## config.mk

```make
export PLATFORM = sky130hd
export DESIGN_NAME = digit_overlay_gen
export DESIGN_NICKNAME = d
export VERILOG_FILES = /design/src/rtl/digit_overlay_gen_pkg.sv /design/src/rtl/digit_overlay_gen_seg.sv /design/src/rtl/digit_overlay_gen.sv
export SDC_FILE = /design/constraint.sdc
export NUM_CORES = 1
export LEC_CHECK = 0
export CAP_MARGIN = 40
export CORE_ASPECT_RATIO = 1.5
export CORE_MARGIN = 8
export CORE_UTILIZATION = 48
export DETAILED_ROUTE_END_ITERATION = 6
export GPL_TIMING_DRIVEN = 0
export HOLD_SLACK_MARGIN = 0.15
export PLACE_DENSITY = 0.83
export SLEW_MARGIN = 20
export SYNTH_ARGS = -nofsm -noshare
export SYNTH_HDL_FRONTEND = slang
export SYNTH_SLANG_ARGS = --single-unit
```

## constraint.sdc

```tcl
create_clock -name clk -period 2.95 [get_ports clk]
set_input_delay 0.59 -clock clk [delete_from_list [all_inputs] [get_ports clk]]
set_output_delay 0.59 -clock clk [all_outputs]
set_load 0.03 [all_outputs]
```

## src/rtl/digit_overlay_gen_pkg.sv

```systemverilog
// Shared constants and types for the digit overlay generator.
// Cell geometry, segment bounds, blank code and 7-segment table.
package digit_overlay_gen_pkg;

  localparam int CELL_W = 16;
  localparam int CELL_H = 24;

  localparam logic [3:0] BLANK = 4'hF;

  // Segment masks: bit0=a .. bit6=g.
  // Codes 10..15 are blank.
  localparam logic [15:0][6:0] SEG_TABLE = {
    {6{7'h00}},
    7'h6F, 7'h7F, 7'h07, 7'h7D, 7'h6D,
    7'h66, 7'h4F, 7'h5B, 7'h06, 7'h3F
  };

  // Inclusive segment rectangles in cell-local coords.
  // Packed order is {g,f,e,d,c,b,a}.
  localparam logic [6:0][3:0] SEG_X_LO =
    {4'd2, 4'd2, 4'd2, 4'd2, 4'd11, 4'd11, 4'd2};
  localparam logic [6:0][3:0] SEG_X_HI =
    {4'd13, 4'd4, 4'd4, 4'd13, 4'd13, 4'd13, 4'd13};
  localparam logic [6:0][4:0] SEG_Y_LO =
    {5'd11, 5'd1, 5'd12, 5'd20, 5'd12, 5'd1, 5'd1};
  localparam logic [6:0][4:0] SEG_Y_HI =
    {5'd13, 5'd11, 5'd22, 5'd22, 5'd22, 5'd11, 5'd3};

  typedef struct packed {
    logic        hs;
    logic        vs;
    logic        de;
    logic [11:0] x;
    logic [11:0] y;
    logic [23:0] data;
  } vid_t;

  typedef struct packed {
    vid_t       vid;
    logic       hit;
    logic [2:0] idx;
    logic [3:0] lx;
    logic [4:0] ly;
  } s1_t;

  // Which segment rectangles contain (lx, ly).
  function automatic logic [6:0] seg_region(
    logic [3:0] lx,
    logic [4:0] ly
  );
    logic [6:0] r;
    for (int i = 0; i < 7; i++) begin
      r[i] = (lx >= SEG_X_LO[i]) && (lx <= SEG_X_HI[i]) &&
             (ly >= SEG_Y_LO[i]) && (ly <= SEG_Y_HI[i]);
    end
    return r;
  endfunction

endpackage

```

## src/rtl/digit_overlay_gen_seg.sv

```systemverilog
// digit_seg_decode: 4-bit digit to 7-bit segment mask (bit0=a).
// Ports: digit in, seg out; purely combinational.
module digit_seg_decode
  import digit_overlay_gen_pkg::*;
(
  input  logic [3:0] digit,
  output logic [6:0] seg
);

  always_comb begin
    seg = SEG_TABLE[digit];
  end

endmodule

```

## src/rtl/digit_overlay_gen.sv

```systemverilog
// Seven-segment digit overlay on a pixel stream, 2-cycle latency.
// Ports: video in/out, back-buffer write, overlay origin and enable.
module digit_overlay_gen
  import digit_overlay_gen_pkg::*;
#(
  parameter int          NUM_CHARS = 8,
  parameter logic [23:0] FG_COLOR  = 24'hFF0000
) (
  input  logic        clk,
  input  logic        rst,
  input  logic        i_hs,
  input  logic        i_vs,
  input  logic        i_de,
  input  logic [11:0] i_x,
  input  logic [11:0] i_y,
  input  logic [23:0] i_data,
  input  logic        wr_en,
  input  logic [2:0]  wr_addr,
  input  logic [3:0]  wr_digit,
  input  logic [11:0] org_x,
  input  logic [11:0] org_y,
  input  logic        ovl_en,
  output logic        o_hs,
  output logic        o_vs,
  output logic        o_de,
  output logic [11:0] o_x,
  output logic [11:0] o_y,
  output logic [23:0] o_data
);

  localparam logic [3:0]  NC     = 4'(NUM_CHARS);
  localparam logic [12:0] SPAN_X = 13'(NUM_CHARS * CELL_W);
  localparam logic [12:0] SPAN_Y = 13'(CELL_H);

  logic [7:0][3:0] back_q, back_d;
  logic [7:0][3:0] front_q, front_d;
  logic [11:0]     ox_q, ox_d, oy_q, oy_d;
  logic            en_q, en_d, vs_q, vs_d;
  s1_t             s1_q, s1_d;
  vid_t            s2_q, s2_d;

  logic        swap, in_x, in_y, lit;
  logic [12:0] x13, y13, ox13, oy13, dx, dy;
  logic [3:0]  cur_digit;
  logic [6:0]  seg;

  // Buffers and latched overlay controls.
  // front takes the pre-write back value on a swap.
  always_comb begin
    swap    = vs_q & ~i_vs;
    vs_d    = i_vs;
    back_d  = back_q;
    front_d = front_q;
    ox_d    = ox_q;
    oy_d    = oy_q;
    en_d    = en_q;
    if (swap) begin
      front_d = back_q;
      ox_d    = org_x;
      oy_d    = org_y;
      en_d    = ovl_en;
    end
    if (wr_en && ({1'b0, wr_addr} < NC)) begin
      back_d[wr_addr] = wr_digit;
    end
  end

  // Stage 1: cell hit. 13-bit math so cells
  // past 4095 clip instead of wrapping to x=0.
  always_comb begin
    x13  = {1'b0, i_x};
    y13  = {1'b0, i_y};
    ox13 = {1'b0, ox_q};
    oy13 = {1'b0, oy_q};
    dx   = x13 - ox13;
    dy   = y13 - oy13;
    in_x = (x13 >= ox13) && (dx < SPAN_X);
    in_y = (y13 >= oy13) && (dy < SPAN_Y);
    s1_d     = '0;
    s1_d.vid = {i_hs, i_vs, i_de, i_x, i_y, i_data};
    s1_d.hit = en_q & in_x & in_y;
    s1_d.idx = dx[6:4];
    s1_d.lx  = dx[3:0];
    s1_d.ly  = dy[4:0];
  end

  // Stage 2: segment lookup and colour mux.
  always_comb begin
    cur_digit = front_q[s1_q.idx];
  end

  digit_seg_decode u_dec (
    .digit (cur_digit),
    .seg   (seg)
  );

  always_comb begin
    lit  = s1_q.hit & |(seg & seg_region(s1_q.lx, s1_q.ly));
    s2_d = s1_q.vid;
    if (lit && s1_q.vid.de) begin
      s2_d.data = FG_COLOR;
    end
  end

  always_ff @(posedge clk) begin
    if (rst) begin
      back_q  <= {8{BLANK}};
      front_q <= {8{BLANK}};
      ox_q    <= '0;
      oy_q    <= '0;
      en_q    <= 1'b0;
      vs_q    <= 1'b0;
      s1_q    <= '0;
      s2_q    <= '0;
    end else begin
      back_q  <= back_d;
      front_q <= front_d;
      ox_q    <= ox_d;
      oy_q    <= oy_d;
      en_q    <= en_d;
      vs_q    <= vs_d;
      s1_q    <= s1_d;
      s2_q    <= s2_d;
    end
  end

  assign o_hs   = s2_q.hs;
  assign o_vs   = s2_q.vs;
  assign o_de   = s2_q.de;
  assign o_x    = s2_q.x;
  assign o_y    = s2_q.y;
  assign o_data = s2_q.data;

endmodule

```

## Word level (Yosys, flattened, before mapping)

Memories as Yosys holds them, arrays and structs flattened.
Cells that the tools add are included.
Widths: inputs -> output; s select.

| operators by class | value |
|---|---|
| $add $sub $neg | 2 |
| reductions and logical operators | 23 |
| bitwise logic cells | 6 |
| magnitude comparators | 20 |
| mux-type cells | 7 |

Operators with widths:

| operator | count |
|---|---|
| $bwmux 32 | 1 |
| $sub 12x12->13 | 2 |
| $ge 12x12->1 | 2 |
| $mux 24 | 1 |
| $logic_and 1x1->1 | 21 |
| $lt 13x5->1 const B | 1 |
| $lt 13x8->1 const B | 1 |
| $bmux 4 s3 | 1 |
| $demux 4 s3 | 1 |
| $ge 5x4->1 const B | 2 |
| $le 5x4->1 const B | 2 |
| $lt 3x4->1 const B | 2 |
| $mux 4 | 2 |
| $and 7x7->7 | 1 |
| $mux 7 | 1 |
| $reduce_or 7->1 | 1 |
| $ge 5x1->1 const B | 1 |
| $ge 5x5->1 const B | 1 |
| $le 5x2->1 const B | 1 |
| $le 5x5->1 const B | 1 |
| $lt 4x5->1 const B | 1 |
| $and 1x1->1 | 4 |
| $ge 4x2->1 const B | 1 |
| $ge 4x4->1 const B | 1 |
| other kinds (5) | 5 |

| word-level totals | value |
|---|---|
| flip-flop bits (word level) | 204 |
| logic and storage cells | 95 |
| ROM bits | 112 |
| bits of input ports | 86 |
| output and inout port bits | 51 |
| memories | 1 |

Memories:

| memory | words | width | read ports | clocked after Yosys merged registers in | write ports | line | text |
|---|---|---|---|---|---|---|---|
| (no name shown) | 16 | 7 | 1 | 0 | 0 | digit_overlay_gen_seg.sv:11 | `seg = SEG_TABLE[digit];` |

## Depth between registers and ports, before layout

| depth | value |
|---|---|
| depth after elaboration | 9 |
| gate-level depth with buffers | 14 |
| depth with buffers taken out | 12 |

## Hierarchy

Synthesis repeated with hierarchy kept, for this count alone.

| unflattened totals | value |
|---|---|
| cells, all modules | 888 |
| area total of the unflattened synthesis | 8230.4 µm² |

Modules (own cells, without submodules):

| module | seq. area each (µm²) | times used | cells an instance | area each (µm²) |
|---|---|---|---|---|
| digit_overlay_gen | 4083.9 | 1 | 858 | 8012.7 |
| digit_seg_decode | 0.0 | 1 | 30 | 217.7 |

## Worst setup path before layout

OpenSTA, ideal clock, no wires.

| timing path | value |
|---|---|
| path type | flip-flop to flip-flop |
| from | register s1_q[10] (netlist name) |
| to | register s2_q, in the netlist o_data[5] |
| period minus slack after synthesis | 2.841 ns |
| data arrival time | 2.711 ns |
| buffers on the path | 2 |
| path slack | 0.109 ns |
| stages on the path, launching flop included | 14 |
| cells stage by stage | dfxtp_1 > buf_6 > mux4_2 > mux2i_1 > ha_1 > inv_1 > mux2_1 > nor2_1 > a21oi_1 > o22ai_2 > a21oi_2 > o31ai_4 > buf_4 > nor3b_1 |

| between the ends | value |
|---|---|
| cells in the longest elaborated chain, start to end | 9 |

Ends and longest elaborated chain:

| item | line | text |
|---|---|---|
| start, declared | digit_overlay_gen.sv:39 | `s1_t s1_q, s1_d;` |
| start signal, assigned | digit_overlay_gen.sv:113 | `s1_q <= '0;` |
| start signal, assigned | digit_overlay_gen.sv:122 | `s1_q <= s1_d;` |
| $bmux 4 s3 | digit_overlay_gen.sv:89 | `cur_digit = front_q[s1_q.idx];` |
| $mux 4 (implied by the code) | digit_overlay_gen.sv:89 |  |
| $mem_v2 16x7 | n/a |  |
| $mux 7 (implied by the code) | digit_overlay_gen_seg.sv:11 |  |
| $and 7x7->7 | digit_overlay_gen.sv:98 | `lit = s1_q.hit & \|(seg & seg_region(s1_q.lx, s1_q.ly));` |
| $reduce_or 7->1 | digit_overlay_gen.sv:98 |  |
| $and 1x1->1 | digit_overlay_gen.sv:98 |  |
| $logic_and 1x1->1 | digit_overlay_gen.sv:100 | `if (lit && s1_q.vid.de) begin` |
| $reduce_or 2->1 (no line) | n/a |  |
| end signal, assigned | digit_overlay_gen.sv:114 | `s2_q <= '0;` |
| end signal, assigned | digit_overlay_gen.sv:123 | `s2_q <= s2_d;` |
| end, declared | digit_overlay_gen.sv:40 | `vid_t s2_q, s2_d;` |

No other way between the ends. The select of a mux whose other input is x is not followed.
A chain may end at the register's enable or synchronous reset.

## Worst setup path after layout

| timing path | value |
|---|---|
| from | register s1_q[10] (netlist name) |
| to | register s2_q, in the netlist o_data[10] |

Same word-level chain as after synthesis.

==> flow_summary.ini <==
[run_status]
outcome = finished clean

[timing]
fmax_mhz = 341.9
min_period_over_period = 0.9914
rsz0062_at_grt = yes
fin_skew_ps = 14.96
worstMarginPinSlew_ps = 672.3
slew-limit-headroom = 0.5518
setup_viol = 0
finalHoldViolations = 0
fin_crit_ps = 2925
finalMaxSlewViolations = 0

[synthesis]
async_flop_share = 0
yosysWarnings = 0
ys_types = 54
synthTopCellsByCount = 204 x dfxtp_1, 168 x nand2_1, 84 x nor2b_1
synth_largest_area_cell = dfxtp_1
synth_fp_nets = 974
synth_top_area_share = 0.5101
synth_edf_count = 0
yosysSeqAreaShare = 0.5101
yosysMostFrequentCell = dfxtp_1
synthTopCellsByArea = dfxtp_1 51%, nand2_1 7.9%, nor2b_1 6.6%, mux2i_1 4.8%, ha_1 4.7%
ys.flop_type = dfxtp_1
syn_inst = 856
synth_seq_cells = 204
synth_area_sq_um = 8006
synth.avg_cell_area_sq_um = 9.353

[global_routing]
grt_max_degree = 17
grt_antenna_before_repair = 1
first_global_vias = 6184
grt_most_used_layer = met2
grtUsageMet1 = 0.1843
use_met3 = 0.03150
grt_pass1_wl_microns = 30500
use_met2 = 0.3367
grt_use_total = 0.1790
grt_overflow_total = 0

[worst_setup_path]
reg2reg_slack_ps = 30
regToRegEndpoint = o_data[10]$_SDFF_PP0_
worstSetupStartpointType = flip-flop
cp_data_required_time_ps = 3290
rr_startpoint = s1_q[10]$_SDFF_PP0_
worstSetupPathType = reg -> reg
reg2reg_depth = 14
crit_path_end = o_data[10]$_SDFF_PP0_
worst_ep_arrival_time_ps = 3270
setup.worst_path.start = s1_q[10]$_SDFF_PP0_
endpoint_kind = flip-flop
cp_max_fo = 7

[layout]
num-nets-final = 1140
areaGrowthSynthToFinish_pct = 30.30
stdcell_area_sq_um = 10430
post-route-util = 0.6305
drive_gt1_frac = 0.08035
fillers = 1325

[detailed_routing]
num_vias = 6310
drt_pass1_iterations = 5
drt_iter0_drc = 295
wl_per_cell_microns = 16.05
drcViolationCount = 0
detail-route-antenna-nets = 0
via_per_inst = 5.072
postRouteWirelength_microns = 19960

[placement]
portBuffers = 132
postPlaceCellArea_sq_um = 9600
place_congestion = 0.8911
dpl.hpwl_microns = 15270

[floorplanning]
num_rows = 58
die_area_sq_um = 21150
initial_core_util = 0.4839
pin_count = 137
core_area_sq_um = 16550
die_w_microns = 121.5
die_y_microns = 174.2

[clock_tree]
clockRootBuffer = clkbuf_16
cts.clk_slew.worst_paths_ps = 60
clkLatencyLatePin_ps = 490
cts_max_level = 1
cts_tree = built
cts_made_buffers = 19
cts.sinks = 204
clockBufferDepth = 3

[power]
power_uw = 6043
powerDensity_nw_per_um2 = 579.2
ir_drop_v = 0.0004513
power.leakage_uw = 0.004109

[run]
drv_cap = 0

[worst_hold_path]
hp-class = reg -> reg
[cells in the final DEF, fill, tap and decap left out, types with 7 or more instances in the layout]
cell type and n:
a21o_1 8, a21oi_1 42, buf_1 9, buf_4 7
clkbuf_1 35, clkbuf_16 21, clkdlybuf4s50_1 132, dfxtp_1 203
ha_1 29, inv_1 41, mux2i_1 37, mux4_2 7
nand2_1 168, nand2b_1 7, nand3_1 35, nor2_1 22
nor2b_1 83, nor3_1 11, nor3b_2 12, o21a_1 12
o21ai_0 8, xnor2_1 8
[layer usage]
layer | wire [microns] | up-vias
li1 | - | 3170
met2 | 10440 | 169
met4 | 752 | 0
met1 | 7782 | 2929
met5 | 0 | -
met3 | 981 | 42
[repair_timing]
| action | in CTS | in global routing |
|---|---|---|
| gates cloned | 0 | 2 |
| endpoints found under the setup margin | 24 | 21 |
| hold buffers | 0 | 0 |
| gates resized for setup | 4 | 32 |
| buffers inserted | 2 | 7 |
| pin swaps | 1 | 10 |
[worst max-delay path, stage by stage (launching register included)]
cell and delay, ps:
dfxtp_2 330, buf_6 130, mux4_2 560, mux2i_4 200, ha_2 200, inv_2 40
mux2_4 260, nor2_4 100, a21oi_2 50, o22ai_2 180, a21oi_2 60, o31ai_4 290
buf_6 170, clkbuf_16 150, nor3b_2 40
[registers in the layout, summed over array words and instances, names as in the netlist]
name / cells
o_data: 24
front_q: 32
en_q: 1
o_hs: 1
vs_q: 1
back_q: 32
s1_q: 63
o_de: 1
o_vs: 1
o_y: 12
ox_q: 12
oy_q: 12
o_x: 12
[worst min-delay path by stage]
stage,cells after the start,slack [ps],end,from
2_1_floorplan,1,410,o_hs$_SDFF_PP0_,s1_q[63]$_SDFF_PP0_
3_3_place_gp,1,420,o_y[10]$_SDFF_PP0_,s1_q[47]$_SDFF_PP0_
5_1_grt,1,450,o_x[5]$_SDFF_PP0_,s1_q[54]$_SDFF_PP0_
6_report,1,430,o_x[5]$_SDFF_PP0_,s1_q[54]$_SDFF_PP0_
3_5_place_dp,1,420,o_hs$_SDFF_PP0_,s1_q[63]$_SDFF_PP0_
4_1_cts,1,430,o_x[5]$_SDFF_PP0_,s1_q[54]$_SDFF_PP0_
[logic make-up (layout without fill, tap and decap cells)]
logic type | count (synthesis) | after routing | share of synthesized area
compound gates | 109 | 109 | 0.08845
xor+xnor | 12 | 12 | 0.01313
fa+ha+maj | 32 | 32 | 0.05188
buf+inv | 87 | 264 | 0.04344
flops | 204 | 204 | 0.5101
mux | 49 | 49 | 0.07282
other cells | 0 | 1 | 0
simple gates | 363 | 363 | 0.2202
[per-stage QoR]
step	setup TNS (ps)	cells	hold WS, ps	setup WS (ps)
2_1_floorplan	0	856	413.8	108.8
3_3_place_gp	-4874	1198	417.3	-441.3
3_5_place_dp	-4843	1200	420.4	-480.6
4_1_cts	0	1234	432.7	2.677
5_1_grt	-424.5	1244	450.4	-47.15
6_report	0	1244	427.7	25.43
[power breakdown]
part | total [uW] | internal, uW | leakage, uW | switching, uW
logic | 825 | 396 | 0.00214 | 429
registers | 2930 | 2880 | 0.00168 | 54.5
clock network | 2280 | 1270 | 0.000286 | 1010
[area by class of cell]
| type | instances | area, sq um | share of cell area |
|---|---|---|---|
| sequential | 204 | 4085 | 0.3916 |
| multi-input combinational | 565 | 3686 | 0.3533 |
| timing repair buffer | 145 | 1456 | 0.1396 |
| clock buffer | 26 | 531.8 | 0.05097 |
| tap | 210 | 262.8 | 0.02519 |
| buffer | 45 | 209.0 | 0.02003 |
| inverter | 42 | 157.7 | 0.01511 |
| clock inverter | 6 | 41.29 | 0.003958 |
| antenna | 1 | 2.502 | 0.0002399 |
No activity file was read; power rests on OpenSTA's default activity.
